`src/rtl/hack_control.sv`:
```
// hack_control: multi-cycle control sequencer for the Hack datapath.
// Accepts one instruction per valid/ready handshake, walks it through
// IDLE -> DECODE -> (EXEC) -> WB and drives ALU controls, A/D/M write
// strobes and PC load/increment.
// Optional macro HACK_CTRL_FLAG_REG_EN: capture alu_zr/alu_ng at the
// EXEC->WB edge and resolve jumps from the captured copy instead of the
// live ALU status.
module hack_control (
  input  logic        clock,
  input  logic        reset,
  input  logic [15:0] instr,
  input  logic        instr_valid,
  output logic        instr_ready,
  input  logic        alu_zr,
  input  logic        alu_ng,
  input  logic        mem_ack,
  output logic        zx,
  output logic        nx,
  output logic        zy,
  output logic        ny,
  output logic        f,
  output logic        no,
  output logic        a_sel,
  output logic        a_from_instr,
  output logic        a_load,
  output logic        d_load,
  output logic        m_write,
  output logic        pc_load,
  output logic        pc_inc,
  output logic        done
);

  typedef enum logic [1:0] {
    IDLE   = 2'd0,
    DECODE = 2'd1,
    EXEC   = 2'd2,
    WB     = 2'd3
  } state_t;

  state_t      state_q, state_d;
  logic [15:0] ir_q, ir_d;

  logic isCInstr;
  logic wbFire;
  logic zrUsed;
  logic ngUsed;
  logic jumpTaken;

  assign isCInstr = ir_q[15];

  // An A-instruction always retires after a single WB cycle; a C-instruction
  // waits in WB only while it has an M write outstanding.
  assign wbFire = ~isCInstr | ~ir_q[3] | mem_ack;

`ifdef HACK_CTRL_FLAG_REG_EN
  logic zrFlag_q;
  logic ngFlag_q;

  // Snapshot the ALU status as the instruction leaves EXEC so WB is immune
  // to later changes on the ALU inputs.
  always_ff @(posedge clock) begin
    if (reset) begin
      zrFlag_q <= 1'b0;
      ngFlag_q <= 1'b0;
    end else if (state_q == EXEC) begin
      zrFlag_q <= alu_zr;
      ngFlag_q <= alu_ng;
    end
  end

  assign zrUsed = zrFlag_q;
  assign ngUsed = ngFlag_q;
`else
  assign zrUsed = alu_zr;
  assign ngUsed = alu_ng;
`endif

  assign jumpTaken = (ir_q[2] & ngUsed) | (ir_q[1] & zrUsed) | (ir_q[0] & ~ngUsed & ~zrUsed);

  // Next-state and instruction-register capture; instr is only looked at on
  // the accept cycle in IDLE, so anything offered while busy is dropped.
  always_comb begin
    state_d = state_q;
    ir_d    = ir_q;
    case (state_q)
      IDLE: begin
        if (instr_valid) begin
          ir_d    = instr;
          state_d = DECODE;
        end
      end
      DECODE:  state_d = isCInstr ? EXEC : WB;
      EXEC:    state_d = WB;
      WB:      if (wbFire) state_d = IDLE;
      default: state_d = IDLE;
    endcase
  end

  // State and instruction register; reset aborts whatever is in flight.
  always_ff @(posedge clock) begin
    if (reset) begin
      state_q <= IDLE;
      ir_q    <= 16'h0000;
    end else begin
      state_q <= state_d;
      ir_q    <= ir_d;
    end
  end

  // Output decode from state and ir; everything is forced low while reset is
  // high so an aborted instruction can never emit a strobe.
  always_comb begin
    instr_ready  = 1'b0;
    zx           = 1'b0;
    nx           = 1'b0;
    zy           = 1'b0;
    ny           = 1'b0;
    f            = 1'b0;
    no           = 1'b0;
    a_sel        = 1'b0;
    a_from_instr = 1'b0;
    a_load       = 1'b0;
    d_load       = 1'b0;
    m_write      = 1'b0;
    pc_load      = 1'b0;
    pc_inc       = 1'b0;
    done         = 1'b0;
    if (!reset) begin
      if (state_q == IDLE) begin
        instr_ready = 1'b1;
      end
      if (isCInstr && (state_q != IDLE)) begin
        {zx, nx, zy, ny, f, no} = ir_q[11:6];
        a_sel = ir_q[12];
      end
      if (state_q == WB) begin
        if (isCInstr) begin
          m_write = ir_q[3];
          if (wbFire) begin
            a_load  = ir_q[5];
            d_load  = ir_q[4];
            pc_load = jumpTaken;
            pc_inc  = ~jumpTaken;
            done    = 1'b1;
          end
        end else begin
          a_from_instr = 1'b1;
          a_load       = 1'b1;
          pc_inc       = 1'b1;
          done         = 1'b1;
        end
      end
    end
  end

endmodule
```
`config.mk`:
```
export PLATFORM = sky130hd
export DESIGN_NAME = hack_control
export DESIGN_NICKNAME = d
export VERILOG_FILES = /design/src/rtl/hack_control.sv
export SDC_FILE = /design/constraint.sdc
export NUM_CORES = 1
export LEC_CHECK = 0
export ABC_AREA = 1
export BUFFER_PORTS_ARGS = -buffer_cell sky130_fd_sc_hd__buf_2
export CAP_MARGIN = 10
export CELL_PAD_IN_SITES_DETAIL_PLACEMENT = 1
export CELL_PAD_IN_SITES_GLOBAL_PLACEMENT = 2
export CORE_ASPECT_RATIO = 2
export CORE_UTILIZATION = 25
export CTS_BUF_LIST = sky130_fd_sc_hd__clkbuf_2
export DETAILED_ROUTE_END_ITERATION = 12
export PLACE_DENSITY_LB_ADDON = 0.1
export SLEW_MARGIN = 10
export SYNTH_ARGS = -nofsm -noshare
export SYNTH_HDL_FRONTEND = slang
export SYNTH_SLANG_ARGS = --single-unit
```
`constraint.sdc`:
```
create_clock -name clock -period 2.98 [get_ports clock]
set_input_delay 0.745 -clock clock [delete_from_list [all_inputs] [get_ports clock]]
set_output_delay 0.745 -clock clock [all_outputs]
set_load 0.01 [all_outputs]
```
==> reports/qor.csv <==
metric;value;unit
status;completed;
syn_nets;146;
post-route-drc-count;0;
drt_pass1_iterations;2;
stdcell_count;186;
n_antenna_cell;0;
cp_max_fo;7;
slew_headroom;0.664;
worst_r2r_startpoint;state_q[0];
startpoint;state_q[0];
vias;846;
crit_path_end;ny;
grt_pass1_wl;3.42;mm
p_leak;0.536;nW
crit_path_end_kind;output port;
synth_seq_cells;16;
clk_latency;0.28;ns
syn_to_final_growth;26.3;%
die-area;3480;um^2
antenna_found_initial;0;
hold_buffers;0;
post_cts_buffers;0;
grt_pass1_vias;828;
wl_per_cell;10.8;um
drt_iter0_drc;15;
cts_buffer_depth;2;
ys_seq_area_frac;0.396;
final_common_cell;nor2_1;
die_w;42.2;um
ant_nets;0;
cts_max_level;1;
overflow;0;
start_util;0.268;
final_util;0.339;
timing.fmax;0.415;GHz
required;2.24;ns
critPathLaunchType;flip-flop;
syn_area_per_cell;6.68;um^2
ys_warn_count;0;
routed_via_density;4.55;
die_h;82.4;um
finalCritPeriodShare;0.809;
hpwlAfterDp;1.56;mm
drive_gt1_frac;0.282;
rows;28;
io_buffer_count;34;
nNetsFinal;182;
hold_violations;0;
rrSetupSlack;1.22;ns
cts_buffers;3;
cts_sinks;16;
crit_arrival;1.67;ns
peakVddDrop;0.000307;V
syn_area;808;um^2
worstReg2RegEnd;ir_q[8];
fin_crit;2.41;ns
cap_viol_max_count;0;
worstMarginPinSlew;0.503;ns
drt_wl_total;2.01;mm
grt_max_degree;24;
power_switching;0.312;mW
crit_type;reg -> out;
setup_viol;0;
p_seq_frac;0.452;
netSwitchingFraction;0.421;
clkPwrFrac;0.127;
fin_setup_tns;0;ns
multiInputGateArea;425;um^2
internal-power;0.428;mW
ys_types;17;
cts_tree;done;
n_fill_cell;419;
cts_resized;0;
track_usage;0.128;
final_max_slew_viol_count;0;
gp_congestion;0.694;
ff_latch_area;320;um^2
hp-class;reg -> reg;
layout_common_cells;nor2_1, buf_2, nand2_1;
rsz0062_at_grt;no;
fin_worst_skew;0.00326;ns
syn_inst;121;
worstRegToRegCells;6;
dp_cells;182;
comb_power_share;0.421;
ios;37;
p_per_area;725;nW/um^2
core;3010;um^2
clk_pin_slew;0.15;ns
cts_root_buf;clkbuf_2;
## power by group through the flow
stage	Clock, mW	Combinational, mW	Sequential (mW)
2_1_floorplan	0	0.245	0.329
3_3_place_gp	0	0.312	0.338
3_5_place_dp	0	0.323	0.341
4_1_cts	0.101	0.323	0.336
5_1_grt	0.115	0.374	0.345
6_report	0.0938	0.312	0.335
## state kept, by name, indices dropped and copies added (netlist names)
name / count
ir_q: 14
state_q: 2
## Yosys cell counts (all sizes together)
| library cell | count | area share |
|---|---|---|
| or2 | 1 | 0.011 |
| nand3 | 1 | 0.0062 |
| nor2 | 40 | 0.19 |
| inv | 11 | 0.051 |
| nand4 | 1 | 0.015 |
| ha | 3 | 0.046 |
| a21oi | 2 | 0.012 |
| o21ai | 15 | 0.093 |
| a31oi | 2 | 0.034 |
| clkbuf | 1 | 0.0046 |
| buf | 3 | 0.022 |
| nand2 | 25 | 0.12 |
| dfxtp | 16 | 0.40 |
## logic make-up after synthesis
family | share of synthesized area
fa+ha+maj | 0.0464
buf+inv | 0.0774
flops | 0.396
simple gates | 0.341
compound gates | 0.139
## layer usage
| metal | track usage | share of wire | vias up |
|---|---|---|---|
| met5 | 0 | 0 | - |
| met4 | 0.0563 | 0.011 | 0 |
| li1 | - | - | 443 |
| met3 | 0.0130 | 0.033 | 2 |
| met1 | 0.133 | 0.41 | 381 |
| met2 | 0.251 | 0.54 | 20 |
## through the flow
stage / cell area, um^2 / total power, mW / hold slack, ns / setup slack (ns)
2_1_floorplan: 808 / 0.574 / 0.429 / 0.890
3_3_place_gp: 1000 / 0.650 / 0.443 / 0.748
3_5_place_dp: 1000 / 0.664 / 0.462 / 0.726
4_1_cts: 1020 / 0.760 / 0.482 / 0.493
5_1_grt: 1020 / 0.834 / 0.516 / 0.363
6_report: 1020 / 0.740 / 0.479 / 0.568
## worst min path at each step
stage               startpoint  endpoint  slack (ns)  cells after the start
global placement       ir_q[4]   ir_q[4]        0.44                      2
CTS                    ir_q[4]   ir_q[4]        0.48                      2
detailed placement     ir_q[4]   ir_q[4]        0.46                      2
floorplan              ir_q[4]   ir_q[4]        0.43                      2
finish                 ir_q[4]   ir_q[4]        0.48                      2
global route           ir_q[4]   ir_q[4]        0.52                      2
## cell type report
class | count | share of cell area
multi-input combinational | 90 | 0.417
inverter | 11 | 0.0404
sequential | 16 | 0.314
clock buffer | 3 | 0.0147
timing repair buffer | 35 | 0.174
clock inverter | 1 | 0.00368
tap | 30 | 0.0368
## critical path, stage by stage (launching register included)
cell and delay (ns):
dfxtp_1 0.43, inv_1 0.08, ha_1 0.21, inv_1 0.12, nand2_1 0.21, nor2_1 0.19
buf_2 0.15
No activity file was read; power rests on OpenSTA's default activity.
